File: config.mk
export PLATFORM = sky130hd
export DESIGN_NAME = calcu_alu
export DESIGN_NICKNAME = d
export VERILOG_FILES = /design/src/rtl/calcu_pkg.sv /design/src/rtl/calcu_alu_core.sv /design/src/rtl/calcu_alu.sv
export SDC_FILE = /design/constraint.sdc
export NUM_CORES = 1
export LEC_CHECK = 0
export CAP_MARGIN = 20
export CORE_MARGIN = 4
export CORE_UTILIZATION = 55
export DETAILED_ROUTE_END_ITERATION = 7
export PLACE_DENSITY_LB_ADDON = 0.2
export SLEW_MARGIN = 20
export SYNTH_ARGS = -nofsm -noshare
export SYNTH_HDL_FRONTEND = slang
export SYNTH_SLANG_ARGS = --single-unit
export TNS_END_PERCENT = 1
File: constraint.sdc
create_clock -name clk -period 0.9 [get_ports clk]
set_input_delay 0.27 -clock clk [delete_from_list [all_inputs] [get_ports clk]]
set_output_delay 0.27 -clock clk [all_outputs]
set_load 0.02 [all_outputs]
File: src/rtl/calcu_pkg.sv
`default_nettype none
// ============================================================================
// Module      : calcu_pkg
// Description : Shared operation codes and flag bit positions for the
//               calculator execute stage.
// Revision    : 1.0 - initial release
// ============================================================================
package calcu_pkg;

    typedef enum logic [3:0] {
        OP_ADD = 4'd0,
        OP_SUB = 4'd1,
        OP_MUL = 4'd2,
        OP_MOD = 4'd3,
        OP_DIV = 4'd4,
        OP_AND = 4'd5,
        OP_OR  = 4'd6,
        OP_XOR = 4'd7,
        OP_ROL = 4'd8,
        OP_ROR = 4'd9
    } op_e;

    localparam int FLAG_N = 3;
    localparam int FLAG_Z = 2;
    localparam int FLAG_C = 1;
    localparam int FLAG_V = 0;

endpackage : calcu_pkg
`default_nettype wire

File: src/rtl/calcu_alu_core.sv
`default_nettype none
// ============================================================================
// Module      : calcu_alu_core
// Description : Combinational operation mux and status flag generation.
// Revision    : 1.0 - initial release
// ============================================================================
module calcu_alu_core
    import calcu_pkg::*;
#(
    parameter int N = 4
) (
    input  logic [N-1:0] i_a,
    input  logic [N-1:0] i_b,
    input  logic [3:0]   i_sel,
    output logic [N-1:0] o_res,
    output logic [3:0]   o_flags
);

    // N < 2**N for every legal N, so the width always fits in N bits
    localparam logic [N-1:0] c_width = N'(N);

    logic [N:0]     w_sum;
    logic [N:0]     w_diff;
    logic [2*N-1:0] w_prod;
    logic [N-1:0]   w_amt;
    logic [N-1:0]   w_rol;
    logic [N-1:0]   w_ror;
    logic [N-1:0]   w_res;
    logic           w_c;
    logic           w_v;

    assign w_sum  = {1'b0, i_a} + {1'b0, i_b};
    assign w_diff = {1'b0, i_a} - {1'b0, i_b};
    assign w_prod = {{N{1'b0}}, i_a} * {{N{1'b0}}, i_b};

    // A zero amount shifts the wrap-around term out by exactly N bits
    assign w_amt = i_b % c_width;
    assign w_rol = (i_a << w_amt) | (i_a >> (c_width - w_amt));
    assign w_ror = (i_a >> w_amt) | (i_a << (c_width - w_amt));

    always_comb begin
        w_res = '0;
        w_c   = 1'b0;
        w_v   = 1'b0;
        case (i_sel)
            OP_ADD: begin
                w_res = w_sum[N-1:0];
                w_c   = w_sum[N];
                w_v   = (i_a[N-1] == i_b[N-1]) && (w_sum[N-1] != i_a[N-1]);
            end
            OP_SUB: begin
                w_res = w_diff[N-1:0];
                w_c   = w_diff[N];
                w_v   = (i_a[N-1] != i_b[N-1]) && (w_diff[N-1] != i_a[N-1]);
            end
            OP_MUL: begin
                w_res = w_prod[N-1:0];
                w_c   = |w_prod[2*N-1:N];
                w_v   = |w_prod[2*N-1:N];
            end
            OP_MOD: begin
                if (i_b == '0) begin
                    w_res = i_a;
                    w_v   = 1'b1;
                end else begin
                    w_res = i_a % i_b;
                end
            end
            OP_DIV: begin
                if (i_b == '0) begin
                    w_res = '1;
                    w_v   = 1'b1;
                end else begin
                    w_res = i_a / i_b;
                end
            end
            OP_AND: w_res = i_a & i_b;
            OP_OR:  w_res = i_a | i_b;
            OP_XOR: w_res = i_a ^ i_b;
            OP_ROL: begin
                w_res = w_rol;
                w_c   = (w_amt != '0) && w_rol[0];
            end
            OP_ROR: begin
                w_res = w_ror;
                w_c   = (w_amt != '0) && w_ror[N-1];
            end
            default: w_v = 1'b1;
        endcase
    end

    assign o_res           = w_res;
    assign o_flags[FLAG_N] = w_res[N-1];
    assign o_flags[FLAG_Z] = (w_res == '0);
    assign o_flags[FLAG_C] = w_c;
    assign o_flags[FLAG_V] = w_v;

endmodule : calcu_alu_core
`default_nettype wire

File: src/rtl/calcu_alu.sv
`default_nettype none
// ============================================================================
// Module      : calcu_alu
// Description : Calculator execute stage; combinational ALU core followed by
//               a result/flag register with asynchronous active-low reset.
// Revision    : 1.0 - initial release
// ============================================================================
module calcu_alu
    import calcu_pkg::*;
#(
    parameter int N = 4
) (
    input  logic         clk,
    input  logic         rst_n,
    input  logic [N-1:0] a,
    input  logic [N-1:0] b,
    input  logic [3:0]   seleccion,
    output logic [N-1:0] salida,
    output logic [3:0]   flags
);

    logic [N-1:0] w_res;
    logic [3:0]   w_flags;
    logic [N-1:0] r_salida;
    logic [3:0]   r_flags;

    calcu_alu_core #(
        .N (N)
    ) u_core (
        .i_a     (a),
        .i_b     (b),
        .i_sel   (seleccion),
        .o_res   (w_res),
        .o_flags (w_flags)
    );

    always_ff @(posedge clk or negedge rst_n) begin
        if (!rst_n) begin
            r_salida <= '0;
            r_flags  <= '0;
        end else begin
            r_salida <= w_res;
            r_flags  <= w_flags;
        end
    end

    assign salida = r_salida;
    assign flags  = r_flags;

endmodule : calcu_alu
`default_nettype wire

# Word-level counts from Yosys, hierarchy flattened
# Index checks and enable logic that the tools add are counted.
dict set report word_totals {
  input_bits 14
  elab_cells 47
  reg_bits 8
  memories 0
  ram_bits 0
  rom_bits 0
  latch_bits 0
}
dict set report op_classes {
  n_eq_ne 13
  muxes 6
  n_lt_le_gt_ge 0
  mul 1
  div 2
  n_shift 4
  bitwise 5
  reduce_logical 11
  addsub 3
}
# operator n
set ops {}
lappend ops {{4-bit one-hot mux with 10 select lines} 1}
lappend ops {{4-bit by 3-bit == test with 1-bit output, second input constant} 4}
lappend ops {{4-bit logical NOT} 3}
lappend ops {{4-bit OR} 3}
lappend ops {{1-bit one-hot mux with 5 select lines} 2}
lappend ops {{4-bit by 2-bit == test with 1-bit output, second input constant} 2}
lappend ops {{4-bit == test, second input constant} 2}
lappend ops {{4-bit by 4-bit multiplier with 8-bit output} 1}
lappend ops {{4-bit two-way mux} 2}
lappend ops {{4-bit by 4-bit adder with 5-bit output} 1}
lappend ops {{5-bit OR reduction} 1}
lappend ops {{4-bit by 4-bit subtractor with 5-bit output} 1}
lappend ops {{4-bit AND} 1}
lappend ops {{4-bit by 4-bit divider with 4-bit output} 1}
lappend ops {{4-bit by 1-bit == test with 1-bit output, second input constant} 1}
lappend ops {{1-bit logical AND} 4}
lappend ops {{4-bit by 4-bit remainder unit with 4-bit output} 1}
lappend ops {{4-bit nonzero test} 1}
lappend ops {{4-bit OR reduction} 1}
lappend ops {{4-bit by 2-bit << shifter with 4-bit output} 1}
lappend ops {{4-bit by 4-bit << shifter with 4-bit output} 1}
lappend ops {{4-bit by 2-bit right shift with 4-bit output} 1}
lappend ops {{4-bit by 4-bit right shift with 4-bit output} 1}
lappend ops {{3-bit by 2-bit subtractor with 4-bit output, first input constant} 1}
lappend ops {{other kinds (5)} 7}

# Depth between registers and ports, before layout
# Gate-level depths: netlist (run 1).
dict set report logic_depth {
  word_depth 5
  ltp_mapped 20
}

# By module
# Synthesis (run 1) repeated with hierarchy kept, for this count alone.
dict set report unflattened {
  cells_unflattened 290
  area_unflattened_um2 2319.7
}
# module area_each_um2 seq_area_each_um2 cells_each instances
set modules_own_cells {}
lappend modules_own_cells {calcu_alu_core 2119.5 0.0 282 1}
lappend modules_own_cells {calcu_alu 200.2 200.2 8 1}

# Worst setup path before layout (run 1)
# Ideal clock, no wire load.
dict set report synth_path {
  path_kind {in2reg}
  from {in b[0]}
  to {reg r_flags[2], in the netlist flags[2]}
  t_arrival_ns 4.515
  setup_time_ns 0.136
  cell_stages 20
  t_required_ns 0.764
  slack_ns -3.751
  path_cell_list {inv_1 ha_1 or4b_1 a32oi_2 ha_1 o21a_1 o21ai_1 mux2i_1 ha_1 o211a_1 o21ai_4 mux2i_1 inv_1 fa_1 xnor2_1 o21ai_0 o31ai_1 a211oi_1 o31ai_1 nor4_2}
}
dict set report synth_between {
  elab_chain_len 5
  word_cells_on_any_way 20
  classes_between {add/sub: 3; mul: 1; div: 2; shift: 4; mux: 3; bitwise: 5; reduce/logical: 2}
}
# item line_no
set synth_rtl {}
lappend synth_rtl {{start, declared} calcu_alu.sv:16} ;# input logic [N-1:0] b,
lappend synth_rtl {{branches (longest 3 deep; another with 4-bit by 4-bit divider with 4-bit output)} n/a}
lappend synth_rtl {{4-bit one-hot mux with 10 select lines (*)} calcu_alu_core.sv:45} ;# case (i_sel)
lappend synth_rtl {{net u_core.o_res[2]} calcu_alu_core.sv:15} ;# output logic [N-1:0] o_res,
lappend synth_rtl {{4-bit logical NOT (*)} calcu_alu_core.sv:94} ;# assign o_flags[FLAG_Z] = (w_res == '0);
lappend synth_rtl {{net u_core.o_flags[2]} calcu_alu_core.sv:16} ;# output logic [3:0] o_flags
lappend synth_rtl {{end signal, assigned} calcu_alu.sv:43} ;# r_flags <= w_flags;
lappend synth_rtl {{end, declared} calcu_alu.sv:25} ;# logic [3:0] r_flags;
# Mark *: on every way through the listed nets, which the timed path passes.

# Worst setup path after layout (run 1)
# Ends and elaborated chain as after synthesis.

==> results.py, run 1 <==
metrics = {
    "timing": {
        "worst_slack_ns": -3.79,
        "final-hold-violation-count": 0,
        "drv_slew": 0,
        "part_of_the_cycle_the_worst_path_needs": 5.21,
        "grt_setup_unrepaired": "yes",
        "worstMarginPinSlew_ns": 0.755,
        "remaining_max_slew_budget_at_the_tightest_pin": 0.490,
        "setup-violations-final": 15,
        "period_needed_ns": 4.69,
        "clock.fmax_ghz": 0.213,
    },
    "critical_path": {
        "crit_fanout": 4,
        "worstSetupEndpointType": "flip-flop",
        "crit_path_start_kind": "input port",
        "critical_path_arrival_ns": 4.80,
        "classification_of_the_worst_setup_path": "in2reg",
        "worst-endpoint-required_ns": 1.02,
    },
    "min_path": {
        "hp-class": "in2async",
    },
    "clocking": {
        "htreeDepth": 1,
        "number_of_buffers_inserted_by_hold_repair_at_cts": 0,
        "numClockSinks": 7,
        "cts.clk_slew.worst_paths_ns": 0.04,
        "cts.root.buffer_cell": "sky130_fd_sc_hd__clkbuf_8",
        "cts_buffers": 3,
        "cts.path.max_buffers": 2,
        "cts_tree": "done",
    },
    "grt": {
        "number_of_global_route_vias_before_repair": 2800,
        "grt_pass1_wl_um": 13700,
        "globalRoute.totalOverflow": 0,
        "number_of_antenna_violations_at_the_first_check_in_global_routing": 0,
        "grt_max_degree": 16,
        "grt_use_total": 0.339,
    },
    "floorplanning": {
        "boundaryPins": 22,
        "core_box_area_mm2": 0.00377,
        "floorplan.initialDensity": 0.586,
        "dieWidth_um": 71.4,
        "fp.dieArea_mm2": 0.00510,
        "chipHeight_um": 71.4,
        "row_count": 22,
    },
    "logic_synthesis": {
        "synth-seq-area-share": 0.0793,
        "post_synthesis_register_bit_count": 7,
        "synth.avg_cell_area_um2": 8.03,
        "synth_area_leader_cell": "sky130_fd_sc_hd__ha_1",
        "synthDominantCellAreaShare": 0.221,
        "async_flop_share": 1.00,
        "post_synth_inst_count": 275,
        "synth-edff-count": 0,
        "yosys_warnings": 0,
        "synth_common_cells": "sky130_fd_sc_hd__ha_1 (39), sky130_fd_sc_hd__nor2_1 (26), sky130_fd_sc_hd__inv_1 (22)",
        "synth.top_cells.by_area": "sky130_fd_sc_hd__ha_1 (22%), sky130_fd_sc_hd__dfrtp_1 (7.9%), sky130_fd_sc_hd__fa_1 (6.3%), sky130_fd_sc_hd__nor2_1 (4.4%), sky130_fd_sc_hd__inv_1 (3.7%)",
        "synth_cell_type_count": 61,
        "mappedNetlistArea_mm2": 0.00221,
        "synth-main-ff-cell": "sky130_fd_sc_hd__dfrtp_1",
        "synthesis.nets": 335,
        "cell_with_the_most_instances_after_synthesis": "sky130_fd_sc_hd__ha_1",
    },
    "route": {
        "post_drt_wl_per_cell_um": 21.2,
        "routed_wl_um": 9110,
        "route.vias.total": 2882,
        "route.antenna.remaining_nets": 0,
        "detail_route.iter0.violations": 414,
        "first_pass_iters": 5,
        "detail_route.vias_per_cell": 6.72,
        "detail_route.drc_violations": 0,
    },
    "final_layout": {
        "layoutNonFillerInstCount": 429,
        "multi_input_comb_area_mm2": 0.00206,
        "nets": 442,
        "fraction_of_final_layout_cells_with_drive_strength_greater_than_1": 0.391,
        "finish.utilization": 0.879,
        "area_growth_pct": 50.1,
        "fillCellCount": 189,
        "antenna_diode_instance_count": 0,
        "area.sequential_um2": 175,
    },
    "power_and_ir_drop": {
        "power.leakage_nw": 1.59,
        "power.density_cell_area_mw_per_mm2": 1010,
        "post-layout-total-power_mw": 3.33,
        "vdd.ir_drop.worst_mv": 0.526,
    },
    "placed_design": {
        "routabilityCongestion": 0.983,
        "placement.io_buffers": 21,
        "dpl.hpwl_um": 5900,
        "place_ws_ns": -4.30,
        "placedCellCount": 413,
    },
    "run_status": {
        "failed_checks": "setup timing",
        "status": "complete, but fails checks",
    },
    "job": {
        "max_cap_viol_count": 0,
    },
}
==> critical path, stage by stage <==
cell and delay, ns:
sky130_fd_sc_hd__buf_8 0.10, sky130_fd_sc_hd__clkinvlp_4 0.09, sky130_fd_sc_hd__ha_4 0.13, sky130_fd_sc_hd__or4b_4 0.45
sky130_fd_sc_hd__a32oi_2 0.19, sky130_fd_sc_hd__ha_1 0.29, sky130_fd_sc_hd__o21a_1 0.16, sky130_fd_sc_hd__nor4bb_2 0.31
sky130_fd_sc_hd__a21o_1 0.20, sky130_fd_sc_hd__ha_4 0.24, sky130_fd_sc_hd__a21o_1 0.19, sky130_fd_sc_hd__o21ai_4 0.24
sky130_fd_sc_hd__mux2i_2 0.28, sky130_fd_sc_hd__inv_1 0.11, sky130_fd_sc_hd__fa_2 0.42, sky130_fd_sc_hd__buf_4 0.16
sky130_fd_sc_hd__a31oi_4 0.17, sky130_fd_sc_hd__o211ai_1 0.13, sky130_fd_sc_hd__o211ai_1 0.11, sky130_fd_sc_hd__o211ai_1 0.19
sky130_fd_sc_hd__nor4_2 0.34
==> path summary, 6_finish.rpt <==
check                      cells after the start             endpoint  start  slack, ns
min in group clk                               5   flags[0]$_DFF_PN0_   a[3]       0.71
worst min-delay path                           1  salida[0]$_DFF_PN0_  rst_n       0.30
max in group asynchronous                      1   flags[0]$_DFF_PN0_  rst_n       0.36
worst max-delay path                          21   flags[2]$_DFF_PN0_   b[0]      -3.79
==> final cells by class <==
class                      instances  share of cell area
tap                               48              0.0181
multi-input combinational        234               0.622
inverter                          23              0.0272
sequential                         7              0.0528
clock buffer                       4              0.0136
timing repair buffer             113               0.267
==> logic make-up (layout without fill, tap and decap cells) <==
group | Yosys count | count (layout) | share of synthesized area
multiplexers | 8 | 8 | 0.0368
AND/OR/NAND/NOR | 91 | 91 | 0.221
buffers and inverters | 34 | 140 | 0.0747
flip-flops | 7 | 7 | 0.0793
XOR/XNOR | 9 | 9 | 0.0357
adder cells (fa/ha/maj) | 46 | 46 | 0.284
AO/OA/AOI/OAI | 80 | 80 | 0.268
==> metal layers <==
layer / vias to the layer above / part of all wire / global-route usage
li1: 1226 / - / -
met1: 1322 / 0.38 / 0.401
met2: 243 / 0.44 / 0.558
met3: 91 / 0.11 / 0.0729
met4: 0 / 0.071 / 0.203
met5: - / 0 / 0
==> layout by cell type, fill, tap and decap left out, drive strengths merged, types with 3 or more instances in the layout <==
cell / Yosys / layout
nor3: 8 / 8
clkbuf: 0 / 4
xnor2: 5 / 5
o21a: 4 / 4
nor3b: 4 / 4
ha: 39 / 39
o211ai: 8 / 8
o21bai: 3 / 3
o21ai: 19 / 19
buf: 11 / 102
mux2i: 7 / 7
and2: 3 / 3
inv: 23 / 22
fa: 7 / 7
xor2: 4 / 4
o221ai: 5 / 5
clkdlybuf4s50: 0 / 8
dfrtp: 7 / 7
a31oi: 3 / 3
a21o: 5 / 5
nor2b: 8 / 8
nand2b: 3 / 3
nand3: 7 / 7
o311ai: 4 / 4
and2b: 3 / 3
nor2: 27 / 27
a21oi: 9 / 9
or2: 4 / 4
nand2: 13 / 13
==> report_power, final <==
part	internal (mW)	switching [mW]	total, mW
logic	1.21	1.31	2.52
clock network	0.306	0.131	0.437
registers	0.362	0.0144	0.376
total	1.87	1.46	3.33
==> per-stage QoR <==
step / hold WS (ns) / TNS [ns] / instance area (um2)
detailed placement: 0.544 / -29.74 / 3030
finish: 0.305 / -24.20 / 3320
floorplan: -0.0256 / -21.07 / 2240
global placement: 0.533 / -28.15 / 3030
CTS: 0.315 / -22.84 / 3210
global route: 0.335 / -25.21 / 3320
==> registers in the layout, summed over array words and instances (netlist names) <==
name,count
flags,4
salida,3
==> what timing repair did <==
item	4_1_cts	5_1_grt
buffers inserted	7	5
pin swaps	23	18
endpoints found under the setup margin	15	15
resized for setup	69	19
(Power assumes the default switching activity.)
==> inputs of run 2 (changes only) <==
Settings changed: CTS_CLUSTER_DIAMETER set to 60, TNS_END_PERCENT 1 to not set.
==> run 2 against run 1 <==
Effect of this change: the run now fails in global routing (5_1_grt); synthesized area unchanged; synthesized cell count stayed put.
==> results.py, run 2 <==
metrics = {
    "floorplanning": {
        "dieWidth_um": 71.4,
        "chipHeight_um": 71.4,
        "row_count": 22,
        "floorplan.initialDensity": 0.586,
        "boundaryPins": 22,
    },
    "grt": {
        "grt_use_total": 0.716,
        "grt_max_degree": 16,
        "globalRoute.totalOverflow": 158,
    },
    "clocking": {
        "cts.path.max_buffers": 2,
        "cts.root.buffer_cell": "sky130_fd_sc_hd__clkbuf_8",
        "htreeDepth": 1,
        "numClockSinks": 7,
        "cts_buffers": 3,
    },
    "logic_synthesis": {
        "yosys.area_share.adder": 0.284,
        "synthesis.nets": 335,
        "synth.top_cells.by_area": "sky130_fd_sc_hd__ha_1 (22%), sky130_fd_sc_hd__dfrtp_1 (7.9%), sky130_fd_sc_hd__fa_1 (6.3%), sky130_fd_sc_hd__nor2_1 (4.4%), sky130_fd_sc_hd__inv_1 (3.7%)",
        "cell_with_the_most_instances_after_synthesis": "sky130_fd_sc_hd__ha_1",
        "synth-edff-count": 0,
        "mappedNetlistArea_mm2": 0.00221,
        "synth-seq-area-share": 0.0793,
        "synth_compound_area_frac": 0.268,
        "post_synth_inst_count": 275,
        "synth_common_cells": "sky130_fd_sc_hd__ha_1 (39), sky130_fd_sc_hd__nor2_1 (26), sky130_fd_sc_hd__inv_1 (22)",
        "main_combinational_cell_family_by_area_after_synthesis": "adder cells",
        "synth.avg_cell_area_um2": 8.03,
        "post_synthesis_register_bit_count": 7,
        "synth_xor_area_frac": 0.0357,
        "synth_cell_type_count": 61,
        "synthDominantCellAreaShare": 0.221,
        "yosys_warnings": 0,
        "async_flop_share": 1.00,
        "synth_simple_gate_area_share": 0.221,
        "synth_mux_area_frac": 0.0368,
        "synth-main-ff-cell": "sky130_fd_sc_hd__dfrtp_1",
        "synth_area_leader_cell": "sky130_fd_sc_hd__ha_1",
    },
    "timing": {
        "worst_endpoint_kind": "sequential cell input",
        "globalroute.repair_timing.worst_endpoint": "flags[2]$_DFF_PN0_/D",
    },
    "run_status": {
        "tool.error": "[ERROR GRT-0232] Routing congestion too high. Check the congestion heatmap in the GUI.",
        "last-stage-reached": "global routing (5_1_grt)",
        "status": "aborted with a tool error",
    },
    "placed_design": {
        "dpl.hpwl_um": 6050,
        "detailed_place.area_mm2": 0.00310,
        "routabilityCongestion": 0.966,
        "placement.io_buffers": 21,
    },
}
==> run 2: metal layers <==
layer / GRT overflow / GRT usage
met5: 0 / 0
met2: 85 / 0.934
met1: 0 / 0.672
met4: 73 / 0.921
met3: 0 / 0.452
==> run 2: stage by stage <==
step | hold slack, ns | worst slack [ns] | util | TNS [ns] | cells
after CTS | 0.304 | -3.60 | 0.919 | -22.72 | 442
after detailed placement | 0.539 | -4.22 | 0.823 | -28.84 | 417
after global placement | 0.535 | -3.90 | 0.823 | -27.45 | 417
after floorplan | -0.0256 | -3.45 | - | -20.48 | 275
==> run 2: cells by family after synthesis <==
kind of cell	after synthesis
adders and majority gates	46
and+or+nand+nor	91
DFF	7
xor gates and xnor gates	9
AOI/OAI and AO/OA	80
muxes	8
buffers and inverters	34
==> run 2: what timing repair did <==
action | in CTS
resized for setup | 100
pin swaps | 30
hold buffers | 0
setup buffers | 22
endpoints found under the setup margin | 15
==> inputs of run 3 (changes only) <==
Settings changed: CORE_UTILIZATION 55 to 40, CTS_CLUSTER_DIAMETER 60 to not set, PLACE_DENSITY_LB_ADDON 0.2 to 0.15.
==> run 3 against run 2 <==
Effect of this change: the flow now finishes, with violations (setup timing).
==> results.py, run 3 (synthesis gave the netlist of run 1 again) <==
metrics = {
    "timing": {
        "grt_setup_unrepaired": "yes",
        "drv_slew": 0,
        "part_of_the_cycle_the_worst_path_needs": 5.05,
        "period_needed_ns": 4.54,
        "fin_worst_hold_slack_ns": 0.308,
        "clock.fmax_ghz": 0.220,
        "worst_slack_ns": -3.64,
        "setup-violations-final": 15,
        "worstMarginPinSlew_ns": 0.648,
        "remaining_max_slew_budget_at_the_tightest_pin": 0.562,
        "timing.setup.tns_ns": -22.92,
        "final-hold-violation-count": 0,
    },
    "final_layout": {
        "finish.utilization": 0.679,
        "nets": 464,
        "most-common-layout-cells": "sky130_fd_sc_hd__buf_4 (107), sky130_fd_sc_hd__ha_1 (36), sky130_fd_sc_hd__nor2_1 (23)",
        "leading_cell_type_in_the_layout_fill_and_taps_excluded": "sky130_fd_sc_hd__buf_4",
        "fraction_of_final_layout_cells_with_drive_strength_greater_than_1": 0.437,
        "area_growth_pct": 61.0,
        "antenna_diode_instance_count": 0,
        "largest_register_ffs": 4,
    },
    "clocking": {
        "cts.clk_slew.worst_paths_ns": 0.04,
        "cts.root.buffer_cell": "sky130_fd_sc_hd__clkbuf_8",
        "cts_tree": "done",
        "cts_buffers": 3,
        "numClockSinks": 7,
        "cts.path.max_buffers": 2,
        "number_of_buffers_inserted_by_hold_repair_at_cts": 0,
        "htreeDepth": 1,
    },
    "run_status": {
        "failed_checks": "setup timing",
        "status": "complete, but fails checks",
    },
    "min_path": {
        "hp-class": "in2async",
    },
    "critical_path": {
        "slowest_delay_ns": 0.45,
        "crit_slowest_cell": "sky130_fd_sc_hd__or4b_4",
        "setup.worst_path.start": "b[0]",
        "crit_path_cell_trace": "buf_6 > clkinvlp_4 > ha_4 > or4b_4 > a32oi_2 > ha_1 > o21a_1 > o21ai_2 > mux2i_1 > ha_1 > o211a_1 > o21ai_4 > mux2i_2 > buf_4 > inv_2 > fa_2 > a311oi_2 > o31ai_2 > a211oi_2 > o31ai_2 > nor4_2",
        "crit_path_start_kind": "input port",
        "crit_fanout": 4,
        "classification_of_the_worst_setup_path": "in2reg",
        "worst-endpoint-required_ns": 1.03,
        "critical_path_arrival_ns": 4.67,
        "worstSetupEndpointType": "flip-flop",
    },
    "power_and_ir_drop": {
        "comb_power_share": 0.755,
        "internal_power_mw": 1.96,
        "seqPwrFrac": 0.116,
        "vdd.ir_drop.worst_mv": 0.864,
        "clock_power_share": 0.129,
        "p_sw_frac": 0.409,
        "power.net_switching_mw": 1.36,
        "power.leakage_nw": 1.70,
        "power.density_cell_area_mw_per_mm2": 934,
    },
    "floorplanning": {
        "floorplan.initialDensity": 0.422,
        "core_box_area_mm2": 0.00524,
        "dieWidth_um": 82.3,
        "row_count": 26,
        "boundaryPins": 22,
        "fp.dieArea_mm2": 0.00678,
        "chipHeight_um": 82.3,
    },
    "route": {
        "route.antenna.remaining_nets": 0,
        "route.vias.total": 2567,
        "first_pass_iters": 4,
        "post_drt_wl_per_cell_um": 15.9,
        "detail_route.vias_per_cell": 5.43,
        "detail_route.iter0.violations": 164,
        "routed_wl_um": 7540,
        "detail_route.drc_violations": 0,
    },
    "job": {
        "max_cap_viol_count": 0,
    },
    "grt": {
        "number_of_global_route_vias_before_repair": 2568,
        "grt_use_total": 0.231,
        "grt_pass1_wl_um": 12000,
        "number_of_antenna_violations_at_the_first_check_in_global_routing": 0,
        "grt_max_degree": 15,
        "globalRoute.totalOverflow": 0,
    },
    "placed_design": {
        "placement.io_buffers": 21,
        "dpl.hpwl_um": 5820,
        "routabilityCongestion": 0.892,
    },
}
==> run 3: area by class of cell <==
cell class / instances / area, um2
multi-input combinational: 234 / 2040
fill: 439 / 1680
timing repair buffer: 135 / 1100
sequential: 7 / 175
inverter: 23 / 108
tap: 70 / 87.6
clock buffer: 4 / 45.0
==> run 3: metal layers <==
layer | vias up | GRT usage | wire length, um
li1 | 1274 | - | -
met1 | 1212 | 0.291 | 3400
met2 | 60 | 0.398 | 3700
met3 | 21 | 0.0206 | 206
met4 | 0 | 0.0997 | 238
met5 | - | 0 | 0
==> run 3: worst max path at each step <==
stage                               to  slack [ns]  cells after the start
global route        flags[2]$_DFF_PN0_       -3.85                     22
global placement    flags[2]$_DFF_PN0_       -3.91                     20
CTS                 flags[2]$_DFF_PN0_       -3.57                     22
finish              flags[2]$_DFF_PN0_       -3.64                     21
floorplan           flags[2]$_DFF_PN0_       -3.45                     20
detailed placement  flags[2]$_DFF_PN0_       -4.08                     20
==> run 3: timing repair <==
| action | in CTS | in global routing |
|---|---|---|
| gates cloned | 0 | 0 |
| gates resized for setup | 88 | 22 |
| setup endpoints to repair | 15 | 15 |
| buffers inserted | 17 | 7 |
| pin swaps | 27 | 17 |
==> run 3: critical path, delay by kind of cell <==
kind	cells	cell delay, ns
mux	2	0.55
simple gates	2	0.73
buf+inv	4	0.35
fa+ha+maj	4	1.11
compound gates	9	1.66
==> run 3: metrics by stage <==
stage / instances / worst slack (ns) / instance area (um2) / power, mW
6_report: 473 / -3.64 / 3560 / 3.32
5_1_grt: 473 / -3.85 / 3560 / 3.59
4_1_cts: 466 / -3.57 / 3420 / 3.13
3_5_place_dp: 445 / -4.08 / 3180 / 2.48
3_3_place_gp: 445 / -3.91 / 3180 / 2.45
2_1_floorplan: 275 / -3.45 / 2280 / 1.59
==> run 3: power by group through the flow <==
| stage | logic (mW) | registers [mW] | clock network [mW] |
|---|---|---|---|
| floorplan | 1.15 | 0.441 | 0 |
| global placement | 2.07 | 0.379 | 0 |
| detailed placement | 2.10 | 0.379 | 0 |
| CTS | 2.31 | 0.386 | 0.436 |
| global route | 2.75 | 0.390 | 0.458 |
| finish | 2.51 | 0.385 | 0.427 |
==> inputs of run 4 (changes only) <==
Settings changed: CORE_MARGIN 4 to 5.
==> run 4 against run 3 <==
Effect of this change: the run still ends with setup timing left; first-iteration DRC count rose by 7.9%; combinational power is 2% higher; clock power rose by 1%; sequential cell count unchanged; final cell count down 0.21%; hold slack improved by 0.0051 ns; via count is 1.6% higher; critical path type unchanged.
==> results.py, run 4 (synthesis gave the netlist of run 1 again) <==
metrics = {
    "clocking": {
        "cts_tree": "done",
        "cts_buffers": 3,
        "number_of_buffers_inserted_by_hold_repair_at_cts": 0,
        "htreeDepth": 1,
        "cts.root.buffer_cell": "sky130_fd_sc_hd__clkbuf_8",
        "numClockSinks": 7,
        "cts.path.max_buffers": 2,
        "cts.clk_slew.worst_paths_ns": 0.04,
    },
    "job": {
        "max_cap_viol_count": 0,
    },
    "final_layout": {
        "fillCellCount": 462,
        "area_growth_pct": 60.7,
        "layoutNonFillerInstCount": 472,
        "fraction_of_final_layout_cells_with_drive_strength_greater_than_1": 0.428,
        "antenna_diode_instance_count": 0,
        "most-common-layout-cells": "sky130_fd_sc_hd__buf_4 (105), sky130_fd_sc_hd__ha_1 (35), sky130_fd_sc_hd__nor2_1 (23)",
        "stdcell_area_mm2": 0.00355,
        "nets": 461,
        "largest_register_ffs": 4,
        "leading_cell_type_in_the_layout_fill_and_taps_excluded": "sky130_fd_sc_hd__buf_4",
    },
    "grt": {
        "number_of_antenna_violations_at_the_first_check_in_global_routing": 0,
        "globalRoute.totalOverflow": 0,
        "grt_pass1_wl_um": 12200,
        "grt_use_total": 0.211,
        "grt_max_degree": 15,
        "number_of_global_route_vias_before_repair": 2472,
    },
    "route": {
        "route.vias.total": 2608,
        "first_pass_iters": 5,
        "route.antenna.remaining_nets": 0,
        "detail_route.vias_per_cell": 5.53,
        "detail_route.drc_violations": 0,
        "detail_route.iter0.violations": 177,
        "routed_wl_um": 7630,
        "post_drt_wl_per_cell_um": 16.2,
    },
    "placed_design": {
        "placement.io_buffers": 21,
        "placedCellCount": 445,
        "detailed_place.area_mm2": 0.00316,
        "dpl.hpwl_um": 5820,
        "routabilityCongestion": 0.866,
    },
    "floorplanning": {
        "dieWidth_um": 84.3,
        "floorplan.initialDensity": 0.406,
        "core_box_area_mm2": 0.00544,
        "row_count": 27,
        "chipHeight_um": 84.3,
        "boundaryPins": 22,
        "fp.dieArea_mm2": 0.00711,
    },
    "power_and_ir_drop": {
        "post-layout-total-power_mw": 3.37,
        "power.density_cell_area_mw_per_mm2": 950,
        "power.leakage_nw": 1.68,
        "vdd.ir_drop.worst_mv": 0.752,
    },
    "timing": {
        "remaining_max_slew_budget_at_the_tightest_pin": 0.537,
        "timing.setup.tns_ns": -22.57,
        "drv_slew": 0,
        "clock.fmax_ghz": 0.223,
        "period_needed_ns": 4.48,
        "fin_worst_hold_slack_ns": 0.313,
        "grt_setup_unrepaired": "yes",
        "worst_slack_ns": -3.58,
        "setup-violations-final": 15,
        "final-hold-violation-count": 0,
        "worstMarginPinSlew_ns": 0.693,
        "part_of_the_cycle_the_worst_path_needs": 4.97,
    },
    "critical_path": {
        "critical_path_arrival_ns": 4.60,
        "crit_path_start_kind": "input port",
        "worstSetupEndpointType": "flip-flop",
        "classification_of_the_worst_setup_path": "in2reg",
        "slowest_delay_ns": 0.45,
        "crit_path_cell_trace": "buf_8 > clkinvlp_4 > ha_4 > or4b_4 > a32oi_2 > ha_1 > o21a_1 > o21ai_2 > mux2i_2 > ha_1 > o211a_1 > o21ai_4 > mux2i_2 > inv_1 > fa_2 > xnor2_2 > buf_4 > nor2_1 > o21ai_0 > o21ai_1 > o31ai_2 > nor4_2",
        "crit_slowest_cell": "sky130_fd_sc_hd__or4b_4",
        "worst-endpoint-required_ns": 1.03,
        "crit_fanout": 4,
    },
    "min_path": {
        "hp-class": "in2async",
    },
    "run_status": {
        "status": "complete, but fails checks",
        "failed_checks": "setup timing",
    },
}
[run 4: metrics by stage]
| step | setup slack (ns) | util |
|---|---|---|
| final | -3.58 | 0.653 |
| after global routing | -3.82 | 0.653 |
| after floorplan | -3.45 | - |
| after global placement | -3.91 | 0.582 |
| after CTS | -3.57 | 0.628 |
| after detailed placement | -4.14 | 0.582 |
[run 4: timing repair]
item	in CTS	in global routing
pin swaps	23	18
setup endpoints to repair	15	15
setup buffers	17	6
gates resized for setup	88	18
[run 4: worst max-delay path, delay by kind of cell]
kind            cells  cell delay, ns
xor+xnor            1            0.16
fa+ha+maj           4            1.13
buf+inv             4            0.39
simple gates        3            0.90
mux                 2            0.53
compound gates      8            1.22
[run 4: layout make-up]
type,count,area (um2),share of cell area
inverter,23,105,0.0296
clock buffer,4,45.0,0.0127
timing repair buffer,132,1080,0.305
sequential,7,175,0.0493
multi-input combinational,234,2050,0.578
tap,72,90.1,0.0254
[run 4: routing by layer]
layer	up-vias	global-route usage	wire length [um]
li1	1267	-	-
met1	1243	0.275	3370
met2	90	0.366	3810
met3	8	0.0216	362
met4	0	0.0614	84
met5	-	0	0
[run 4: final timing paths]
path / from / endpoint / cells after the start
setup / recovery: b[0] / flags[2]$_DFF_PN0_ / 22
hold / removal: rst_n / flags[3]$_DFF_PN0_ / 1
min in group clk: a[3] / flags[0]$_DFF_PN0_ / 5
max in group asynchronous: rst_n / flags[0]$_DFF_PN0_ / 1
[run 4: where the power goes]
group / internal (mW) / switching [mW] / leakage [nW] / total (mW)
registers: 0.363 / 0.0229 / 0.0891 / 0.385
logic: 1.33 / 1.22 / 1.56 / 2.55
clock network: 0.306 / 0.128 / 0.0228 / 0.433
total: 2.00 / 1.37 / 1.68 / 3.37
